File: src/rtl/sseg_pkg.sv
`default_nettype none
// ============================================================================
//  Module      : sseg_pkg
//  Description : Shared constants and helpers for the seven-segment scan
//                multiplexer and its hex_to_sseg companions. All display
//                drive is active low (common-anode display).
//  Revision    : 1.0 - initial release
// ============================================================================
package sseg_pkg;

    localparam int         NUM_DIGITS = 4;

    // Active-low drive levels shared with hex_to_sseg users
    localparam logic       ANODE_ON   = 1'b0;
    localparam logic       SEG_ON     = 1'b0;
    localparam logic       SEG_OFF    = 1'b1;

    localparam logic [3:0] ANODE_OFF  = 4'b1111;
    localparam logic       DP_OFF     = 1'b1;

    // Active-low one-cold anode pattern for the selected digit
    function automatic logic [3:0] anode_sel_n(input logic [1:0] idx);
        return ~(4'b0001 << idx);
    endfunction

    // Nibble idx of a 16-bit hex value (digit 0 is the rightmost)
    function automatic logic [3:0] nibble_at(input logic [15:0] v,
                                             input logic [1:0]  idx);
        return v[idx*4 +: 4];
    endfunction

    // True when digit idx and every more-significant digit is zero; digit 0
    // is never treated as a leading zero so a zero value still shows "0"
    function automatic logic leading_zero(input logic [15:0] v,
                                          input logic [1:0]  idx);
        return (idx != 2'd0) && ((v >> {idx, 2'b00}) == 16'h0000);
    endfunction

endpackage
`default_nettype wire

File: src/rtl/sseg_refresh_prescaler.sv
`default_nettype none
// ============================================================================
//  Module      : sseg_refresh_prescaler
//  Description : Free-running digit-slot counter 0..REFRESH_DIV-1 with a
//                single-cycle tick on the last count of each slot.
//  Revision    : 1.0 - initial release
// ============================================================================
module sseg_refresh_prescaler #(
    parameter int REFRESH_DIV = 100000,
    parameter int CNT_W       = $clog2(REFRESH_DIV)
) (
    input  logic             clk,
    input  logic             reset,
    output logic [CNT_W-1:0] cnt,
    output logic             tick
);

    localparam logic [CNT_W-1:0] C_LAST = CNT_W'(REFRESH_DIV - 1);

    // Tick marks the final cycle of a slot; the count wraps on it
    assign tick = (cnt == C_LAST);

    // Slot counter, restarts at zero after the last count
    always_ff @(posedge clk) begin
        if (reset) begin
            cnt <= '0;
        end else if (tick) begin
            cnt <= '0;
        end else begin
            cnt <= cnt + 1'b1;
        end
    end

endmodule
`default_nettype wire

File: src/rtl/sseg_scan_mux.sv
`default_nettype none
// ============================================================================
//  Module      : sseg_scan_mux
//  Description : Time-multiplexed driver for a 4-digit common-anode display.
//                Scans one nibble per slot, blanks the anodes during a guard
//                interval at the start of each slot and optionally blanks
//                leading zero digits. Outputs are registered.
//  Revision    : 1.0 - initial release
// ============================================================================
module sseg_scan_mux
    import sseg_pkg::*;
#(
    parameter int REFRESH_DIV = 100000,
    parameter int GUARD       = 2
) (
    input  logic        clk,
    input  logic        reset,
    input  logic        load,
    input  logic [15:0] value,
    input  logic [3:0]  dp_in,
    input  logic        blank_lz,
    output logic [3:0]  digit,
    output logic [3:0]  an,
    output logic        dp
);

    localparam int CNT_W = $clog2(REFRESH_DIV);

    logic [CNT_W-1:0] w_cnt;
    logic             w_tick;
    logic [1:0]       r_idx;
    logic [15:0]      r_sh_val;
    logic [3:0]       r_sh_dp;
    logic             r_sh_lz;
    logic             w_guard;
    logic             w_lead;
    logic             w_blank;

    sseg_refresh_prescaler #(
        .REFRESH_DIV (REFRESH_DIV),
        .CNT_W       (CNT_W)
    ) u_prescaler (
        .clk   (clk),
        .reset (reset),
        .cnt   (w_cnt),
        .tick  (w_tick)
    );

    // Advance the selected digit at the end of every slot
    always_ff @(posedge clk) begin
        if (reset) begin
            r_idx <= 2'd0;
        end else if (w_tick) begin
            r_idx <= r_idx + 2'd1;
        end
    end

    // Capture display data; independent of the scan position so a load on a
    // slot boundary is seen by the very next slot
    always_ff @(posedge clk) begin
        if (reset) begin
            r_sh_val <= 16'h0000;
            r_sh_dp  <= 4'b0000;
            r_sh_lz  <= 1'b0;
        end else if (load) begin
            r_sh_val <= value;
            r_sh_dp  <= dp_in;
            r_sh_lz  <= blank_lz;
        end
    end

    // Guard window at the head of each slot; with no guard the compare
    // would be against zero and is dropped entirely
    generate
        if (GUARD == 0) begin : g_no_guard
            assign w_guard = 1'b0;
        end else begin : g_guard
            localparam logic [CNT_W-1:0] C_GUARD = CNT_W'(GUARD);
            assign w_guard = (w_cnt < C_GUARD);
        end
    endgenerate

    assign w_lead  = r_sh_lz && leading_zero(r_sh_val, r_idx);
    assign w_blank = w_guard || w_lead;

    // Registered display drive; digit always tracks the selected nibble so it
    // is deterministic even while the anodes are off
    always_ff @(posedge clk) begin
        if (reset) begin
            an    <= ANODE_OFF;
            digit <= 4'h0;
            dp    <= DP_OFF;
        end else begin
            digit <= nibble_at(r_sh_val, r_idx);
            if (w_blank) begin
                an <= ANODE_OFF;
                dp <= DP_OFF;
            end else begin
                an <= anode_sel_n(r_idx);
                dp <= ~r_sh_dp[r_idx];
            end
        end
    end

endmodule
`default_nettype wire

File: config.mk
export PLATFORM = sky130hd
export DESIGN_NAME = sseg_scan_mux
export DESIGN_NICKNAME = d
export VERILOG_FILES = /design/src/rtl/sseg_pkg.sv /design/src/rtl/sseg_refresh_prescaler.sv /design/src/rtl/sseg_scan_mux.sv
export SDC_FILE = /design/constraint.sdc
export NUM_CORES = 1
export LEC_CHECK = 0
export ABC_AREA = 1
export BUFFER_PORTS_ARGS = -buffer_cell sky130_fd_sc_hd__clkbuf_2
export CAP_MARGIN = 0
export CORE_ASPECT_RATIO = 1.25
export CORE_UTILIZATION = 51
export DETAILED_ROUTE_END_ITERATION = 6
export GPL_ROUTABILITY_DRIVEN = 0
export PLACE_DENSITY = 0.72
export SETUP_SLACK_MARGIN = 0.4
export SYNTH_ARGS = -nofsm -noshare
export SYNTH_HDL_FRONTEND = slang
export SYNTH_HIERARCHICAL = 1
export SYNTH_SLANG_ARGS = --single-unit
File: constraint.sdc
create_clock -name clk -period 1.4 [get_ports clk]
set_clock_uncertainty 0.05 [all_clocks]
set_input_delay 0.14 -clock clk [delete_from_list [all_inputs] [get_ports clk]]
set_output_delay 0.14 -clock clk [all_outputs]
set_load 0.02 [all_outputs]
==> results.tsv <==
metric	value	unit
p_leak	1.285	nW
total_power	2.607	mW
worstPathArrival	1.52	ns
hold_path.class	input port to flop	
worst_slack	0.02338	ns
vias	2300	
drt_iter0_markers	207	
grt_max_degree	31	
path_max_fanout	5	
synth-seq-cells	49	
hold_buffers	0	
clkPwrFrac	32.3	%
clk_latency	0.30	ns
combPwrFrac	11.0	%
setup_viol	0	
cp_slowest_cell	dfxtp_2	
cp_cell_sequence	nor2_2 -> nand2_1 -> nor2_2 -> nand3_4 -> inv_2 -> inv_2 -> o21ai_1 -> a21oi_1	
cts.sinks	49	
cp-end-kind	flop	
synthTopCellsByArea	dfxtp_1, nand2_1, nor2_1	
syn_to_final_growth	31.15	%
cts_root_buf	clkbuf_8	
power.switching	654.7	µW
p_int	1.953	mW
startpoint	u_prescaler/cnt[6]$_SDFF_PP0_	
drcViolationCount	0	
start_util	53.10	%
tightestPinTransition	0.4433	ns
layout.cells.most_common	nand2_1	
drive_gt1_share	37.76	%
dieArea	4884	µm²
seq_power_share	56.8	%
synth.avg_cell_area	7.056	µm²
ant_nets	0	
synth_cell_type_count	26	
rows	27	
holdWs	0.005925	ns
wl_per_cell	13.21	µm
die-width	62.71	µm
netlist_instances	333	
ys_warn_count	6	
cp.required	1.55	ns
nets	421	
routed_via_density	5.111	
synth_top_area_cell	dfxtp_1	
antenna_found_initial	0	
grt_pass1_vias	2132	
post_dp_cell_area	2628	µm²
period_needed	1.377	ns
status	complete, no violations	
final_cell_mix	nand2_1, nor2_1, dfxtp_1, clkbuf_2, inv_1	
r2r_end	r_idx[1]$_SDFFE_PP0P_	
syn_area	2350	µm²
place_ws	0.03027	ns
fmaxAchievable	726.4	MHz
grt_usage	24.71	%
crit_path_max_incr_delay	0.37	ns
drv_slew	0	
clk_pin_slew_worst_paths	0.08	ns
cp-start-kind	flop	
powerDensity	846.1	nW/µm²
reg2reg_from	u_prescaler/cnt[6]$_SDFF_PP0_	
hpwl	3571	µm
cts_buffer_depth	2	
period_share	98.33	%
port_buffers	32	
cts_buffers	5	
postSynthNetCount	362	
max_cap_viol_count	0	
overflow	0	
postLayoutCellArea	3082	µm²
core-area	4425	µm²
r2r_slack	0.02	ns
htree_num_levels	2	
rsz0062_at_grt	true	
cp-endpoint	r_idx[1]$_SDFFE_PP0P_	
wl	5945	µm
dr.pass1.iters	5	
grt_pass1_wl	9287	µm
switching_share	25.11	%
pin_count	33	
synth_top_area_share	41.75	%
slew_headroom	70.41	%
critical_path_class	flop to flop	
hold_viol_final	0	
r2r_cells	8	
chipHeight	77.89	µm
cts_tree	built	
worst_ir_drop_vdd	688.0	µV
antennaDiodeCount	0	
synth-seq-area-share	41.75	%
==> sequential cells by signal, summed over array words and instances (netlist names) <==
name / cells
r_idx: 2
r_sh_dp: 4
u_prescaler/cnt: 17
digit: 4
r_sh_lz: 1
r_sh_val: 16
an: 4
dp: 1
==> stage by stage <==
stage	std cells	utilization, %	TNS, ns
after floorplan	333	-	0
after global placement	424	59.37	0
after detailed placement	424	59.37	0
after CTS	447	66.27	0
after global routing	450	69.64	-0.1369
final	450	69.64	0
==> final cells by class <==
type | count | area, µm²
Timing Repair Buffer | 59 | 396.6
Tap cell | 58 | 72.57
Clock buffer | 7 | 86.33
Inverter | 34 | 135.1
Multi-Input combinational cell | 243 | 1374
Sequential cell | 49 | 1017
Fill cell | 373 | 1344
==> timing repair <==
action                     in CTS  in global routing
pin swaps                      12                 12
hold endpoints to repair        0                  0
cloned                          3                  0
setup endpoints to repair      28                 32
gates resized for setup        22                 46
buffers inserted               13                  3
==> cells by family after synthesis <==
group / synth area share (%)
buf+inv: 8.306
compound gates: 9.691
xor+xnor: 1.864
simple gates: 35.73
flops: 41.75
fa+ha+maj: 2.662
==> Yosys cell counts (all sizes together) <==
master   n
o21ai   29
xnor2    4
nor2    80
inv     34
nand4    5
a21oi   15
clkbuf   4
ha       5
xor2     1
dfxtp   49
nand2   76
nand3   23
buf      5
nor3     1
nand3b   1
o21bai   1
==> routing by layer <==
metal,vias to the layer above,GRT usage (%),wire length [µm]
met3,20,4.559,231
met5,-,0,0
li1,1170,-,-
met4,0,15.35,241
met2,69,46.96,3282
met1,1041,24.20,2190
==> how the worst min path moves through the flow <==
stage / cells past startpoint / endpoint / start
floorplan: 1 / digit[3]$_SDFF_PP0_ / reset
global placement: 3 / r_sh_val[13]$_SDFFE_PP0P_ / value[13]
detailed placement: 3 / r_sh_val[10]$_SDFFE_PP0P_ / value[10]
CTS: 3 / r_sh_lz$_SDFFE_PP0P_ / blank_lz
global route: 3 / r_sh_val[4]$_SDFFE_PP0P_ / value[4]
finish: 3 / r_sh_val[5]$_SDFFE_PP0P_ / value[5]
==> power by group through the flow <==
stage          clock network, mW  registers (mW)  logic, mW
4_1_cts                    0.848            1.49      0.274
2_1_floorplan                  0            1.52      0.163
3_3_place_gp                   0            1.52      0.238
5_1_grt                    0.916            1.49      0.323
6_report                   0.841            1.48      0.287
3_5_place_dp                   0            1.52      0.244
==> worst max-delay path, delay by kind of cell (launching register included) <==
family	cells	cell delay, ns
AOI/OAI and AO/OA	2	0.18
buffers and inverters	2	0.14
DFF	1	0.37
and+or+nand+nor	4	0.54
Power figures use the tool's default switching activity.
